## src/rtl/hcms_serial_rx.sv

```systemverilog
// HCMS-29xx display-side receiver: deserialises the five display pins and recovers
// data bytes plus control words 0/1. Define HCMS_RX_FRAME_CHECK_EN to flag partial bytes at frame close.
module hcms_serial_rx #(
  parameter int SYNC_STAGES     = 2,
  parameter int FRAME_MAX_BYTES = 20
) (
  input  logic       CLK_i,
  input  logic       RESET_i,
  input  logic       SER_DATA,
  input  logic       SER_CLK,
  input  logic       REG_SEL,
  input  logic       nCE,
  input  logic       nRESET,
  output logic [7:0] RX_DATA,
  output logic       RX_VALID,
  output logic       RX_CMD,
  output logic [6:0] CTRL_W0,
  output logic [6:0] CTRL_W1,
  output logic       CTRL_STROBE,
  output logic [7:0] BYTE_COUNT,
  output logic       FRAME_ERR,
  output logic       BUSY
);

  localparam logic [7:0] MAX_BYTES = 8'(FRAME_MAX_BYTES);

  typedef enum logic [1:0] {S_IDLE, S_SHIFT, S_END} state_t;

  state_t     state, state_n;
  logic [SYNC_STAGES-1:0][4:0] sync_q;
  logic       nrst_s, nce_s, rs_s, sc_s, sd_s;
  logic       sc_prev, nce_prev, nrst_prev;
  logic       sc_rise, nce_fall, nce_rise;
  logic [2:0] bit_cnt;
  logic [7:0] shifter;
  logic [7:0] pend_byte;
  logic       pending;
  logic       partial_ok;
  logic [7:0] byte_full;

  // All pins share one synchroniser chain so data stays aligned with its clock.
  // Left unreset on purpose: a frame open across RESET_i must not look like a new nCE fall.
  always_ff @(posedge CLK_i) begin
    sync_q    <= {sync_q[SYNC_STAGES-2:0], {nRESET, nCE, REG_SEL, SER_CLK, SER_DATA}};
    sc_prev   <= sc_s;
    nce_prev  <= nce_s;
    nrst_prev <= nrst_s;
  end

  assign {nrst_s, nce_s, rs_s, sc_s, sd_s} = sync_q[SYNC_STAGES-1];
  assign sc_rise   = sc_s & ~sc_prev;
  assign nce_fall  = nce_prev & ~nce_s;
  assign nce_rise  = ~nce_prev & nce_s;
  assign byte_full = {shifter[6:0], sd_s};
  assign BUSY      = (state == S_SHIFT);

`ifdef HCMS_RX_FRAME_CHECK_EN
  assign partial_ok = (bit_cnt == 3'd0);
`else
  assign partial_ok = 1'b1;
`endif

  always_comb begin
    state_n = state;
    case (state)
      S_IDLE:  if (nce_fall) state_n = S_SHIFT;
      S_SHIFT: if (nce_rise) state_n = S_END;
      S_END:   state_n = S_IDLE;
      default: state_n = S_IDLE;
    endcase
    if (!nrst_s) state_n = S_IDLE;
  end

  always_ff @(posedge CLK_i) begin
    if (RESET_i) begin
      state       <= S_IDLE;
      RX_DATA     <= '0;
      RX_VALID    <= 1'b0;
      RX_CMD      <= 1'b0;
      CTRL_W0     <= '0;
      CTRL_W1     <= '0;
      CTRL_STROBE <= 1'b0;
      BYTE_COUNT  <= '0;
      FRAME_ERR   <= 1'b0;
      bit_cnt     <= '0;
      shifter     <= '0;
      pend_byte   <= '0;
      pending     <= 1'b0;
    end else begin
      state       <= state_n;
      RX_VALID    <= 1'b0;
      CTRL_STROBE <= 1'b0;
      if (!nrst_s) begin
        CTRL_W0     <= '0;
        CTRL_W1     <= '0;
        bit_cnt     <= '0;
        shifter     <= '0;
        pending     <= 1'b0;
        CTRL_STROBE <= nrst_prev;
      end else begin
        case (state)
          S_IDLE: if (nce_fall) begin
            bit_cnt    <= '0;
            BYTE_COUNT <= '0;
            FRAME_ERR  <= 1'b0;
            pending    <= 1'b0;
          end
          // A SER_CLK rise coinciding with the nCE rise is still shifted here.
          S_SHIFT: if (sc_rise) begin
            shifter <= byte_full;
            bit_cnt <= bit_cnt + 3'd1;
            if (bit_cnt == 3'd7) begin
              if (BYTE_COUNT != 8'hFF) BYTE_COUNT <= BYTE_COUNT + 8'd1;
              if (BYTE_COUNT < MAX_BYTES) begin
                RX_DATA  <= byte_full;
                RX_CMD   <= rs_s;
                RX_VALID <= 1'b1;
                if (rs_s) begin
                  pending   <= 1'b1;
                  pend_byte <= byte_full;
                end
              end else begin
                FRAME_ERR <= 1'b1;
              end
            end
          end
          S_END: begin
            if (!partial_ok) begin
              FRAME_ERR <= 1'b1;
            end else if (pending) begin
              if (pend_byte[7]) CTRL_W1 <= pend_byte[6:0];
              else              CTRL_W0 <= pend_byte[6:0];
              CTRL_STROBE <= 1'b1;
            end
            pending <= 1'b0;
            bit_cnt <= '0;
          end
          default: ;
        endcase
      end
    end
  end

endmodule

```

## config.mk

```make
export PLATFORM = sky130hd
export DESIGN_NAME = hcms_serial_rx
export DESIGN_NICKNAME = d
export VERILOG_FILES = /design/src/rtl/hcms_serial_rx.sv
export SDC_FILE = /design/constraint.sdc
export NUM_CORES = 1
export LEC_CHECK = 0
export CORE_MARGIN = 5
export CORE_UTILIZATION = 45
export CTS_CLUSTER_SIZE = 16
export DETAILED_ROUTE_END_ITERATION = 8
export GPL_ROUTABILITY_DRIVEN = 0
export PLACE_DENSITY = 0.7
export SLEW_MARGIN = 15
export SYNTH_ARGS = -nofsm -noshare
export SYNTH_HDL_FRONTEND = slang
export SYNTH_SLANG_ARGS = --single-unit
```

## constraint.sdc

```tcl
create_clock -name CLK_i -period 1.9 [get_ports CLK_i]
set_input_delay 0.38 -clock CLK_i [delete_from_list [all_inputs] [get_ports CLK_i]]
set_output_delay 0.38 -clock CLK_i [all_outputs]
set_load 0.02 [all_outputs]
```

; Word level (Yosys, flattened, before mapping)
; Index checks and enable logic that the tools add are counted.
[op_classes]
n_addsub = 2
n_lt_le_gt_ge = 1
n_eq_ne = 12
mux = 25
bitwise = 11
n_reduce_logical = 15
[op_table]
columns = cell, n
row1 = 2-to-1 mux 8 bit, 4
row2 = AND reduction 6 bit, 4
row3 = case mux 8 bit (2 select lines), 1
row4 = 2-to-1 mux 1 bit, 12
row5 = "!= test 2 x 1 -> 1 bit, second input constant", 6
row6 = case mux 3 bit (3 select lines), 1
row7 = AND reduction 3 bit, 3
row8 = "adder 8 x 1 -> 8 bit, second input constant", 1
row9 = "less-than comparator 8 x 5 -> 1 bit, second input constant", 1
row10 = "!= test 8 bit, second input constant", 1
row11 = inverter 1 bit, 8
row12 = 2-to-1 mux 3 bit, 2
row13 = AND reduction 5 bit, 1
row14 = OR reduction 5 bit, 1
row15 = 2-to-1 mux 2 bit, 2
row16 = "!= test 2 bit, second input constant", 2
row17 = case mux 2 bit (2 select lines), 1
row18 = AND reduction 2 bit, 2
row19 = "adder 3 x 1 -> 3 bit, second input constant", 1
row20 = bitwise AND 1 bit, 3
row21 = "equality test 3 bit, second input constant", 1
row22 = case mux 1 bit (3 select lines), 1
row23 = nonzero test 3 bit, 1
row24 = "equality test 2 x 1 -> 1 bit, second input constant", 1
row25 = other kinds (5), 5
[totals]
reg_bits = 68
word_cells = 84

; Longest topological paths before layout
; Gate-level depths: netlist of run 1.
[logic_depth]
ltp_word = 5
depth_mapped = 7
mapped_depth_nobuf = 6

; Worst setup path before layout of run 1
; Ideal clock, no wire load.
[synth_timing]
path_kind = flip-flop to flip-flop
start = register bit_cnt[0]
end = register BYTE_COUNT[6]
setup_ps = 86
arrival_ps = 1655
required_time_ps = 1814
setup_slack_ps = 159
path_stages_with_launch = 7
synth_period_minus_slack_ps = 1741
cell_sequence = dfxtp_1 -> ha_1 -> ha_1 -> and3b_1 -> o221ai_2 -> or3_1 -> a221oi_2
[synth_between]
elab_chain_len = 3
[synth_lines]
columns = item, line
row1 = start: declaration, 34  ; logic [2:0] bit_cnt;
row2 = start signal: assignment, 111  ; bit_cnt <= bit_cnt + 3'd1;
row3 = equality test 3 bit, 112  ; if (bit_cnt == 3'd7) begin
row4 = != test 2 x 1 -> 1 bit (no line), --
row5 = AND reduction 6 bit (no line), --
row6 = end signal: assignment, 113  ; if (BYTE_COUNT != 8'hFF) BYTE_COUNT <= BYTE_COUNT + 8'd1;
row7 = end: declaration, 20  ; output logic [7:0] BYTE_COUNT,
; No other way between the ends.
; A chain may end at the register's enable or synchronous reset.

; Worst setup path in the final report of run 1
[layout_timing]
start = register BYTE_COUNT[5]
end = output BYTE_COUNT[5]
; No word-level cell between the ends.

==> out/metrics.cfg, run 1 <==
[grt]
grt_max_degree=28
grt_overflow=0
antenna_found_initial=0
grt_pass1_vias=2074
grt_pass1_wl_mm=9.62
grtUsageTotal=0.163

[die]
std_cell_rows=27
start_util=0.470
fp.coreArea_um2=5570
die_w_um=86.3
die_h_um=86.3
die-area_um2=7450
io_pins=42

[route]
via_count=2171
drc=0
wirelength_mm=5.66
ant_nets=0
drtPass1Iterations=5
viasPerCell=5.40
drt-initial-drc-count=161
routedWlPerCell_um=14.1

[setup_path]
max_stage_delay_ps=660
crit_arrival_ps=1440
critPathCaptureType=output pin
crit_slowest_cell=clkdlybuf4s50_1
crit_fanout=7
crit_required_ps=1520
critPathKind=register to output pin
path_buf_inv=1
cp-start-kind=register
critical_path.top_delay_family=buffers and inverters
cp_cell_sequence=clkdlybuf4s50_1

[timing]
tns_ps=0
tightestPinTransition_ps=456
max_freq_mhz=551
min_period_ps=1820
fin_ws_ps=84.9
slew_violations=0
rsz0062_at_grt=no
finalHoldViolations=0
finClkSkew_ps=9.59
setup_viol=0
post-route-period-util=0.955
max_slew_margin=0.694

[outcome]
status=completed

[clock_tree]
cts-buffers-inserted=9
ctsHoldBuffers=0
root_buffer=clkbuf_8
cts_tree=built
clock_path_buffers=2
postCtsSetupRepairBufs=0
clk_pin_slew_ps=70
cts.sinks=68
clk_latency_ps=340
htree_levels=3

[pwr]
powerDensity_nw_per_um2=780
peakVddDrop_mv=0.486
power.leakage_uw=0.00117

[finish]
final_area_um2=3300
nets=335
fin_util=0.592
drive_gt1_frac=0.139
layout_common_cells=dfxtp_1 (66), clkdlybuf4s50_1 (38), nand2_1 (32)
fillerInstances=530
n_antenna_cell=0
areaGrowthSynthToFinish_pct=25.8
final_common_cell=dfxtp_1

[synth]
synth_edf_count=0
ys_seq_area_frac=0.519
synth-warning-count=0
ys_async_sr_fraction=0
synth_area_leaders=dfxtp_1 (52%), a21oi_1 (5.7%), nand3_1 (4.6%)
synth.avg_cell_area_um2=9.43
yosysTopAreaCellShare=0.519
ys_dominant_reg_cell=dfxtp_1
netlist_instances=278
syn_nets=288
synth_seq_cells=68
synth_top_cell_by_area=dfxtp_1
synth_cell_types=45
syn-cell-area_um2=2620

[placement]
placement.io_buffers=41
dp_hpwl_mm=3.96
dp_slack_ps=120
place_area_um2=3110

[job]
drv_cap=0

[worst_hold_path]
min_path_type=register to register

[kinds of logic (layout without fill, tap and decap cells)]
family,count (synthesis),in the layout,share of synthesized area
simple gates,92,92,0.183
compound gates,74,74,0.187
flops,68,68,0.519
buf+inv,31,83,0.0587
mux,9,9,0.0344
fa+ha+maj,4,4,0.0181
[layout make-up]
| cell class | count | area, um^2 | share of cell area |
|---|---|---|---|
| inverter | 14 | 52.6 | 0.0159 |
| tap | 72 | 90.1 | 0.0273 |
| multi-input combinational | 179 | 1110 | 0.337 |
| clock inverter | 6 | 38.8 | 0.0118 |
| clock buffer | 10 | 138 | 0.0417 |
| sequential | 68 | 1360 | 0.414 |
| timing repair buffer | 53 | 504 | 0.153 |
[power breakdown]
group / switching (uW) / internal [uW] / leakage (uW)
clock: 540 / 505 / 0.0000885
sequential: 13.3 / 1440 / 0.000554
combinational: 41.9 / 32.0 / 0.000524
total: 595 / 1980 / 0.00117
[through the flow]
| step | std cells | hold slack (ps) | power, uW |
|---|---|---|---|
| after floorplan | 278 | 310 | 1530 |
| after global placement | 386 | 310 | 1560 |
| after detailed placement | 386 | 314 | 1560 |
| after CTS | 402 | 330 | 2600 |
| after global routing | 402 | 339 | 2670 |
| final | 402 | 327 | 2570 |
[metal layers]
layer | share of wire | track usage
met5 | 0 | 0
met3 | 0.060 | 0.0428
met4 | 0.014 | 0.0765
met1 | 0.49 | 0.211
met2 | 0.44 | 0.252
[sequential cells by signal, summed over array words and instances, names as in the netlist, 2 cells and up]
signal,flops
state,2
shifter,7
pend_byte,8
BYTE_COUNT,8
RX_DATA,8
bit_cnt,3
CTRL_W0,7
sync_q,5
CTRL_W1,7
[final timing paths]
kind	startpoint	endpoint	slack, ps	depth (start not counted)
setup / recovery	BYTE_COUNT[5]	BYTE_COUNT[5]	80	1
hold / removal	sync_q[1]	sc_s	330	0
setup reg to reg	bit_cnt[0]	BYTE_COUNT[6]	140	6
hold reg to reg	sync_q[1]	sc_s	330	0
[synthesized netlist by cell type, types with 8 or more instances]
library cell	n
a31o_2	8
clkbuf_1	8
dfxtp_1	68
a311oi_1	8
nand3_1	24
mux2i_1	9
a21oi_1	30
nand2_1	32
nor2_1	10
inv_1	13
o21ai_0	12
[what timing repair did]
action,in CTS,in global routing
gates cloned,0,0
resized for setup,2,7
setup endpoints to repair,1,6
No activity file was read; power rests on OpenSTA's default activity.
==> inputs of run 2 (changes only) <==
- CAP_MARGIN: not set -> 10
- SLEW_MARGIN: 15 -> 20
==> results of run 2 <==
Final layout, timing and power as in run 1 (identical DEF).
==> inputs of run 3 (changes only) <==
- PLACE_DENSITY: 0.7 -> 0.72
- SLEW_MARGIN: 20 -> 40
==> run 3 against run 2 <==
Via count increased by 1.2%; global-route usage grew 0.16 points; non-clock buffer count unchanged; die area is the same; sequential share of layout area fell by 0.22 points; critical path depth is the same; critical path type unchanged; largest cell class unchanged; largest power group unchanged.
==> out/metrics.cfg, run 3 (synthesis gave the netlist of run 1 again) <==
[clock_tree]
clock_path_buffers=2
root_buffer=clkbuf_8
htree_levels=3
cts_tree=built
postCtsSetupRepairBufs=0
cts.sinks=68
cts-buffers-inserted=9
clk_pin_slew_ps=70
clk_latency_ps=340

[pwr]
peakVddDrop_mv=0.547
powerDensity_nw_per_um2=798
power.leakage_uw=0.00115
finalPower_uw=2650

[timing]
finalHoldViolations=0
max_slew_margin=0.686
slew_violations=0
whs_ps=328
finClkSkew_ps=8.13
max_freq_mhz=545
post-route-period-util=0.966
rsz0062_at_grt=no
min_period_ps=1840
tightestPinTransition_ps=467
tns_ps=0
setup_viol=0
fin_ws_ps=63.7

[finish]
fillerInstances=506
final_area_um2=3320
largestRegisters=BYTE_COUNT: 8 flops, RX_DATA: 8 flops, pend_byte: 8 flops
drive_gt1_frac=0.133
layout_common_cells=dfxtp_1 (66), clkdlybuf4s50_1 (39), nand2_1 (32)
final_common_cell=dfxtp_1
nets=335
areaGrowthSynthToFinish_pct=26.4
n_antenna_cell=0

[grt]
grt_overflow=0
grt_max_degree=28
grt_pass1_vias=2093
antenna_found_initial=0
grtUsageTotal=0.164
grt_pass1_wl_mm=9.67

[die]
die_h_um=86.3
std_cell_rows=27
die-area_um2=7450
io_pins=42
die_w_um=86.3
fp.coreArea_um2=5570
start_util=0.470

[route]
drt-initial-drc-count=118
drc=0
routedWlPerCell_um=14.3
wirelength_mm=5.76
drtPass1Iterations=4
ant_nets=0
viasPerCell=5.47
via_count=2198

[setup_path]
cp-start-kind=register
crit_slowest_cell=clkdlybuf4s50_1
path_buf_inv=1
r2r_start=bit_cnt[0]
r2r.worst_path.cells=7
critPathCaptureType=output pin
critPathKind=register to output pin
critical_path.top_delay_family=buffers and inverters
crit_required_ps=1520
max_stage_delay_ps=660
r2r_slack_ps=140
rr_endpoint=BYTE_COUNT[3]
crit_arrival_ps=1460
cp_cell_sequence=clkdlybuf4s50_1
crit_fanout=7

[outcome]
status=completed

[worst_hold_path]
min_path_type=register to register
min_to=rs_s
min_path_cells=0
hp-start=sync_q[2]

[placement]
dp_slack_ps=45.4
dp_hpwl_mm=4.05
placement.io_buffers=41
place_area_um2=3120

[job]
drv_cap=0

[run 3: cell count changes in the layout (fill, tap and decap cells not counted)]
cell and change:
bufinv_16 +1, buf_4 -1, clkdlybuf4s50_1 +1, clkbuf_8 -1, inv_6 -1, clkinvlp_4 -1
dlymetal6s2s_1 -1, buf_12 +1, clkbuf_1 +2
[run 3: metrics by stage]
stage	std cells	utilization
finish	402	0.595
detailed placement	386	0.560
CTS	402	0.593
floorplan	278	-
global placement	386	0.560
global route	402	0.595
[run 3: routing by layer]
layer / wire (um) / vias up / track usage
li1: - / 1095 / -
met1: 2650 / 1029 / 0.211
met2: 2640 / 63 / 0.252
met3: 345 / 11 / 0.0361
met4: 119 / 0 / 0.0935
met5: 0 / - / 0
[run 3: timing repair]
item | CTS | global route
hold buffers | 0 | 0
setup endpoints to repair | 1 | 5
resized for setup | 2 | 6
hold endpoints to repair | 0 | 0
[run 3: cell type report]
type / count / area, um^2 / area share
flip-flops and latches: 68 / 1360 / 0.411
clock buffers: 11 / 131 / 0.0396
inverters: 14 / 52.6 / 0.0158
well taps: 72 / 90.1 / 0.0272
multi-input cells: 179 / 1110 / 0.335
clock inverters: 5 / 52.6 / 0.0158
repair buffers: 53 / 514 / 0.155
[run 3: worst max-delay path by stage]
stage | from | end | slack [ps] | depth (start not counted)
finish | BYTE_COUNT[5] | BYTE_COUNT[5] | 60 | 1
global route | BYTE_COUNT[2] | BYTE_COUNT[2] | 1 | 1
CTS | BYTE_COUNT[4] | BYTE_COUNT[4] | 20 | 1
detailed placement | bit_cnt[0] | BYTE_COUNT[4] | 50 | 7
global placement | bit_cnt[0] | BYTE_COUNT[5] | 170 | 7
floorplan | bit_cnt[0] | BYTE_COUNT[6] | 160 | 6
[run 3: where the power goes]
| group | leakage, uW | internal [uW] | switching, uW |
|---|---|---|---|
| combinational | 0.000508 | 32.0 | 42.2 |
| clock | 0.0000931 | 600 | 518 |
| sequential | 0.000554 | 1440 | 13.1 |
